## config.mk

```make
export PLATFORM = sky130hd
export DESIGN_NAME = quad_velocity_error
export DESIGN_NICKNAME = d
export VERILOG_FILES = /design/src/rtl/quad_velocity_error.sv
export SDC_FILE = /design/constraint.sdc
export NUM_CORES = 1
export LEC_CHECK = 0
export CORE_MARGIN = 10
export CORE_UTILIZATION = 25
export CTS_CLUSTER_DIAMETER = 80
export DETAILED_ROUTE_END_ITERATION = 6
export SLEW_MARGIN = 20
export SYNTH_ARGS = -nofsm -noshare
export SYNTH_HDL_FRONTEND = slang
export SYNTH_SLANG_ARGS = --single-unit
```

## constraint.sdc

```tcl
create_clock -name clk -period 18.3 [get_ports clk]
set_clock_uncertainty 0.1 [all_clocks]
set_input_delay 2.745 -clock clk [delete_from_list [all_inputs] [get_ports clk]]
set_output_delay 2.745 -clock clk [all_outputs]
set_load 0.01 [all_outputs]
```

## src/rtl/quad_velocity_error.sv

```systemverilog
// Quadrature encoder decoder producing per-period signed velocity and a
// saturated, registered velocity error (setpoint - velocity) with a sample strobe.
module quad_velocity_error #(
   parameter int W           = 15,
   parameter int SAMPLE_DIV  = 20000,
   parameter int SYNC_STAGES = 2
) (
   input  logic                clk,
   input  logic                reset,
   input  logic                enc_a,
   input  logic                enc_b,
   input  logic signed [W:0]   setpoint,
   output logic signed [W:0]   e_out,
   output logic signed [W:0]   velocity,
   output logic                sample_valid,
   output logic                quad_err
);
   localparam int CW      = (SAMPLE_DIV > 1) ? $clog2(SAMPLE_DIV) : 1;
   localparam int PRIME_N = SYNC_STAGES + 1;
   localparam int PW      = $clog2(PRIME_N + 1);
   localparam logic [CW-1:0] TC         = CW'(SAMPLE_DIV - 1);
   localparam logic [PW-1:0] PRIME_DONE = PW'(PRIME_N);

   logic [SYNC_STAGES-1:0] a_sync_q;
   logic [SYNC_STAGES-1:0] b_sync_q;
   logic [1:0]             prev_q;
   logic [PW-1:0]          prime_q;
   logic [CW-1:0]          cnt_q;
   logic signed [W:0]      acc_q;
   logic signed [W:0]      vel_q;
   logic signed [W:0]      err_q;
   logic                   valid_q;
   logic                   qerr_q;

   logic [1:0]             cur_ab;
   logic [1:0]             cur_pos;
   logic [1:0]             prev_pos;
   logic [1:0]             step;
   logic                   primed;
   logic                   illegal;
   logic signed [W+1:0]    delta;
   logic signed [W+1:0]    acc_sum;
   logic signed [W+1:0]    diff;
   logic signed [W:0]      vel_d;
   logic signed [W:0]      err_d;

   // Any W+2 bit sum of two W+1 bit words fits, so overflow shows as a top-bit mismatch.
   function automatic logic signed [W:0] sat(input logic signed [W+1:0] x);
      if (x[W+1] == x[W]) return x[W:0];
      return x[W+1] ? {1'b1, {W{1'b0}}} : {1'b0, {W{1'b1}}};
   endfunction

   assign cur_ab   = {a_sync_q[SYNC_STAGES-1], b_sync_q[SYNC_STAGES-1]};
   // Gray-to-binary turns the quadrature state into a position modulo 4.
   assign cur_pos  = {cur_ab[1], cur_ab[1] ^ cur_ab[0]};
   assign prev_pos = {prev_q[1], prev_q[1] ^ prev_q[0]};
   assign primed   = (prime_q == PRIME_DONE);

   always_comb begin
      step    = cur_pos - prev_pos;
      delta   = '0;
      illegal = 1'b0;
      if (primed) begin
         case (step)
            2'd1:    delta = {{(W+1){1'b0}}, 1'b1};
            2'd3:    delta = '1;
            2'd2:    illegal = 1'b1;
            default: delta = '0;
         endcase
      end
   end

   assign acc_sum = {acc_q[W], acc_q} + delta;
   assign vel_d   = sat(acc_sum);
   assign diff    = {setpoint[W], setpoint} - {vel_d[W], vel_d};
   assign err_d   = sat(diff);

   always_ff @(posedge clk) begin
      if (reset) begin
         a_sync_q <= '0;
         b_sync_q <= '0;
         prev_q   <= 2'b00;
         prime_q  <= '0;
         cnt_q    <= '0;
         acc_q    <= '0;
         vel_q    <= '0;
         err_q    <= '0;
         valid_q  <= 1'b0;
         qerr_q   <= 1'b0;
      end else begin
         a_sync_q <= {a_sync_q[SYNC_STAGES-2:0], enc_a};
         b_sync_q <= {b_sync_q[SYNC_STAGES-2:0], enc_b};
         prev_q   <= cur_ab;
         if (!primed) prime_q <= prime_q + PW'(1);
         if (illegal) qerr_q <= 1'b1;
         if (cnt_q == TC) begin
            cnt_q   <= '0;
            acc_q   <= '0;
            vel_q   <= vel_d;
            err_q   <= err_d;
            valid_q <= 1'b1;
         end else begin
            cnt_q   <= cnt_q + CW'(1);
            acc_q   <= vel_d;
            valid_q <= 1'b0;
         end
      end
   end

   assign e_out        = err_q;
   assign velocity     = vel_q;
   assign sample_valid = valid_q;
   assign quad_err     = qerr_q;

endmodule

```

After elaboration in Yosys (flattened, before gate mapping)
Cells that the tools add are included.
{ "op_classes": {"addsub": 5, "n_eq_ne": 7, "mux": 13, "bitwise_logic": 2, "n_reduce_logical": 1} }
{ "op_table": {"columns": ["cell", "n"], "rows": [
  ["16-bit 2-to-1 mux", 6],
  ["17-bit case mux with 2 select lines", 1],
  ["17-bit adder", 1],
  ["17-bit 2-to-1 mux", 1],
  ["16-bit by 16-bit subtractor with 17-bit output", 1],
  ["15-bit by 1-bit adder with 15-bit output, second input constant", 1],
  ["15-bit equality test, second input constant", 1],
  ["2-bit equality test, second input constant", 3],
  ["1-bit 2-to-1 mux", 5],
  ["2-bit by 1-bit adder with 2-bit output, second input constant", 1],
  ["1-bit equality test", 2],
  ["2-bit by 1-bit equality test with 1-bit output, second input constant", 1],
  ["2-bit OR reduction", 1],
  ["2-bit subtractor", 1],
  ["1-bit XOR", 2]
]} }
{ "word_totals": {"reg_bits": 73} }

Depth between registers and ports, before layout
{ "depth": {"ltp_word": 13, "ltp_mapped": 30} }

Worst setup path before layout
No wires, ideal clock.
{ "synth_timing": {"path_type": "flip-flop to flip-flop", "from": "reg prev_q[1]", "to": "reg err_q[13], in the netlist e_out[13]", "setup_time_ns": 0.132, "arrival_ns": 5.855, "required_time_ns": 18.068, "setup_slack_ns": 12.213, "stages_incl_launch_ff": 31, "path_buffers": 4, "period_less_slack_ns": 6.087, "path_cell_list": "dfxtp_1 -> xor2_1 -> ha_1 -> nand2b_1 -> inv_1 -> nand2_2 -> inv_2 -> buf_2 -> buf_2 -> ha_1 -> clkbuf_1 -> nand4_1 -> nor4_1 -> and2_1 -> o22ai_1 -> a211oi_2 -> a22o_2 -> nor2_1 -> nor2b_1 -> ha_1 -> inv_1 -> fa_1 -> a211oi_1 -> o21ai_0 -> a41oi_1 -> o21ai_0 -> o22a_1 -> o211a_1 -> o21ai_4 -> buf_6 -> o211ai_1"} }
{ "synth_between": {"elab_chain_cells": 13, "elab_cells_between_ends": 18} }
{ "synth_rtl": {"columns": ["item", "line_no", "source"], "rows": [
  ["from (decl)", "26", "logic [1:0] prev_q;"],
  ["from (signal assigned)", "93", "prev_q <= cur_ab;"],
  ["1-bit XOR", "56", "assign prev_pos = {prev_q[1], prev_q[1] ^ prev_q[0]};"],
  ["2-bit subtractor *", "60", "step = cur_pos - prev_pos;"],
  ["2-bit equality test or 2-bit by 1-bit equality test with 1-bit output (tied branches)", "64", "case (step)"],
  ["17-bit case mux with 2 select lines *", "64", null],
  ["17-bit 2-to-1 mux *", "63", "if (primed) begin"],
  ["17-bit adder *", "73", "assign acc_sum = {acc_q[W], acc_q} + delta;"],
  ["1-bit equality test", "49", "if (x[W+1] == x[W]) return x[W:0];"],
  ["1-bit 2-to-1 mux", "49", null],
  ["16-bit 2-to-1 mux *", "50", "return x[W+1] ? {1'b1, {W{1'b0}}} : {1'b0, {W{1'b1}}};"],
  ["net vel_d[0]", "44", "logic signed [W:0] vel_d;"],
  ["16-bit by 16-bit subtractor with 17-bit output *", "75", "assign diff = {setpoint[W], setpoint} - {vel_d[W], vel_d};"],
  ["1-bit equality test", "49", null],
  ["1-bit 2-to-1 mux", "49", null],
  ["16-bit 2-to-1 mux *", "50", null],
  ["to (signal assigned)", "100", "err_q <= err_d;"],
  ["to (decl)", "31", "logic signed [W:0] err_q;"]
]} }
The timed path passes the listed nets; every way through them passes the cells marked *. The select of a mux whose other input is x is not followed.
A chain may end at the register's enable or synchronous reset.

Worst setup path in the final report
{ "layout_timing": {"from": "reg prev_q[1]", "to": "reg err_q[14], in the netlist e_out[14]"} }
{ "layout_between": {"elab_chain_cells": 13, "elab_cells_between_ends": 18} }
{ "layout_rtl": {"columns": ["item", "line_no"], "rows": [
  ["1-bit XOR", "56"],
  ["2-bit subtractor *", "60"],
  ["2-bit equality test or 2-bit by 1-bit equality test with 1-bit output (tied branches)", "64"],
  ["17-bit case mux with 2 select lines *", "64"],
  ["17-bit 2-to-1 mux *", "63"],
  ["17-bit adder *", "73"],
  ["1-bit equality test", "49"],
  ["1-bit 2-to-1 mux", "49"],
  ["16-bit 2-to-1 mux *", "50"],
  ["16-bit by 16-bit subtractor with 17-bit output *", "75"],
  ["1-bit equality test", "49"],
  ["1-bit 2-to-1 mux", "49"],
  ["16-bit 2-to-1 mux *", "50"]
]} }
Every way passes the cells marked *; elsewhere a longest branch is shown, timed or not. The select of a mux whose other input is x is not followed.

==> flow_summary.json <==
{
  "cts_root_buffer": "clkbuf_16",
  "hold_buffers": 0,
  "end_kind": "flop",
  "diodes": 0,
  "start_util": 0.257,
  "drv_slew": 0,
  "syn_avg_cell_area_sq_um": 8.63,
  "worst_slew_pin_slew_ns": 0.813,
  "r2r_cells": 22,
  "cts_buffers": 9,
  "layout_commonest_cell": "dfxtp_1",
  "finalWorstSetupSlack_ns": 10.97,
  "seq_area_frac_synth": 0.327,
  "die_h_um": 154,
  "crit_path_max_fanout": 24,
  "io_buffers": 53,
  "combinationalPowerShare": 0.307,
  "synth-seq-cells": 73,
  "cts_tree": "built",
  "cp_top_family": "compound AO/OA/AOI/OAI gates",
  "fin_crit_sh": 0.401,
  "power_frac_seq": 0.358,
  "cp_cell_sequence": "xor2_1 > ha_1 > nand2b_1 > inv_1 > nand2_2 > inv_2 > ha_1 > nor2_1 > o22ai_1 > nand4_4 > nor4_4 > a21o_1 > a31oi_4 > a21oi_1 > ha_1 > nor2b_1 > o2111ai_1 > a31oi_1 > o31ai_1 > o311ai_0 > o211ai_2 > o211ai_1",
  "syn-num-nets": 561,
  "post-dp-hpwl_um": 9220,
  "finish.utilization": 0.314,
  "cp_common_cell": "ha_1",
  "crit_type": "reg -> reg",
  "p_per_area_nw_per_um2": 89.0,
  "clock-sinks": 73,
  "grt_pass1_vias": 3652,
  "wl_per_cell_um": 15.2,
  "vias": 3873,
  "wirelength_um": 12000,
  "clkPwrFrac": 0.335,
  "dieArea_sq_um": 23600,
  "nets": 603,
  "synth-main-ff-cell": "dfxtp_1",
  "h-tree-depth": 3,
  "viasPerCell": 4.90,
  "path_depth": 22,
  "cp_num_buf_inv": 2,
  "cts_buffer_depth": 2,
  "coreArea_sq_um": 17400,
  "fin_hold_ws_ns": 0.338,
  "syn_inst": 518,
  "io_pins": 54,
  "timing.rr.start": "prev_q[1]$_SDFF_PP0_",
  "placementRows": 48,
  "p_sw_uw": 162,
  "hold_class": "reg -> reg",
  "post_cts_resized": 0,
  "grt_pass1_wl_um": 19500,
  "rsz0062_at_grt": "no",
  "cpPeakStageDelay_ns": 0.73,
  "firstDrtPassIters": 4,
  "internal-power_uw": 324,
  "clk-insertion-delay-late_ns": 0.33,
  "dp_slack_ns": 11.01,
  "slew_headroom": 0.457,
  "ys_types": 76,
  "clk_pin_slew_ns": 0.05,
  "grt_max_degree": 26,
  "syn-cell-area_sq_um": 4470,
  "p_leak_uw": 0.00205,
  "fin_crit_ns": 7.33,
  "setup_viol": 0,
  "antenna_found_initial": 0,
  "critPathLaunchType": "flop",
  "gr-usage-all-layers": 0.0988,
  "cap_violations": 0,
  "synthArstFlopShare": 0,
  "drc": 0,
  "drt_iter0_drc": 209,
  "p_sw_frac": 0.334,
  "cts_setup_buffers": 0,
  "yosys_warnings": 0,
  "area_growth_pct": 22.2,
  "worstPathArrival_ns": 7.42,
  "hold_path_depth": 1,
  "finalSetupTns_ns": 0,
  "hold_violations": 0,
  "crit_path_start": "prev_q[1]$_SDFF_PP0_",
  "ir_drop_mv": 0.0453,
  "final_antenna_net_count": 0,
  "fmax_mhz": 136,
  "min_from": "a_sync_q[0]$_SDFF_PP0_",
  "final_cell_mix": "dfxtp_1 (73), nor2_1 (60), clkdlybuf4s50_1 (53)",
  "crit_slowest_cell": "o211ai_2",
  "crit_required_ns": 18.38,
  "synth-edff-count": 0,
  "die_x_um": 154,
  "status": "complete, no violations",
  "p_total_uw": 487,
  "globalplace.congestion": 0.942,
  "final_layout_size_suffix_gt1_frac": 0.0885,
  "grt_overflow_total": 0
}
==> Yosys cell counts (5+ instances only) <==
| cell type | instances | area (sq um) |
|---|---|---|
| clkbuf_1 | 18 | 67.6 |
| o22ai_1 | 5 | 31.3 |
| a31oi_1 | 6 | 37.5 |
| nand2_1 | 50 | 188 |
| xnor2_1 | 20 | 175 |
| o31ai_1 | 5 | 37.5 |
| nor2_1 | 60 | 225 |
| dfxtp_1 | 73 | 1460 |
| nand2b_1 | 6 | 37.5 |
| and2_1 | 7 | 43.8 |
| a21o_1 | 8 | 60.1 |
| nand4_1 | 8 | 50.1 |
| inv_1 | 12 | 45.0 |
| a21oi_1 | 26 | 130 |
| nor4_1 | 7 | 43.8 |
| nor3_1 | 8 | 40.0 |
| nand3_1 | 15 | 75.1 |
| o21ai_0 | 18 | 90.1 |
| a211oi_1 | 9 | 67.6 |
| nor2b_1 | 10 | 62.6 |
| a22o_1 | 7 | 61.3 |
| ha_1 | 22 | 275 |
| o211ai_1 | 10 | 75.1 |
| o211ai_2 | 8 | 100 |
| xor2_1 | 23 | 201 |
==> power groups by stage <==
stage	combinational (uW)	sequential [uW]	clock (uW)
global route	163	175	171
CTS	148	174	166
finish	149	174	163
global placement	147	178	0
detailed placement	146	178	0
floorplan	116	172	0
==> registers in the layout (all words and copies together) (netlist names) <==
name          flops
b_sync_q          2
cnt_q            15
prime_q           2
quad_err          1
e_out            16
sample_valid      1
prev_q            2
acc_q            16
a_sync_q          2
velocity         16
==> layout make-up <==
cell class / instances / area (sq um)
Clock buffer: 13 / 260
Clock inverter: 3 / 15.0
Fill cell: 1833 / 12000
Inverter: 13 / 48.8
Multi-Input combinational cell: 407 / 2840
Sequential cell: 73 / 1460
Tap cell: 225 / 282
Timing Repair Buffer: 56 / 553
==> metal layers <==
layer,wire (um),part of all wire,up-vias,global-route usage
met5,0,0,-,0
met1,5610,0.47,1810,0.126
met2,5650,0.47,84,0.161
li1,-,-,1961,-
met4,316,0.026,0,0.0463
met3,468,0.039,18,0.0137
==> cell families (layout without fill, tap and decap cells) <==
family / Yosys count / count (layout) / synth area share
compound gates: 141 / 141 / 0.242
fa+ha+maj: 26 / 26 / 0.0730
simple gates: 191 / 191 / 0.213
xor+xnor: 45 / 45 / 0.0946
flops: 73 / 73 / 0.327
mux: 4 / 4 / 0.0118
buf+inv: 38 / 85 / 0.0383
==> per-stage QoR <==
| step | cell area [sq um] | std cells |
|---|---|---|
| global route | 5460 | 790 |
| finish | 5460 | 790 |
| global placement | 5190 | 774 |
| floorplan | 4470 | 518 |
| detailed placement | 5190 | 774 |
| CTS | 5460 | 790 |
==> path summary, 6_finish.rpt <==
path         slack, ns                endpoint
max              10.97  e_out[14]$_SDFFE_PP0P_
min               0.34  a_sync_q[1]$_SDFF_PP0_
max reg2reg      10.97  e_out[14]$_SDFFE_PP0P_
min reg2reg       0.34  a_sync_q[1]$_SDFF_PP0_
(Power assumes the default switching activity.)
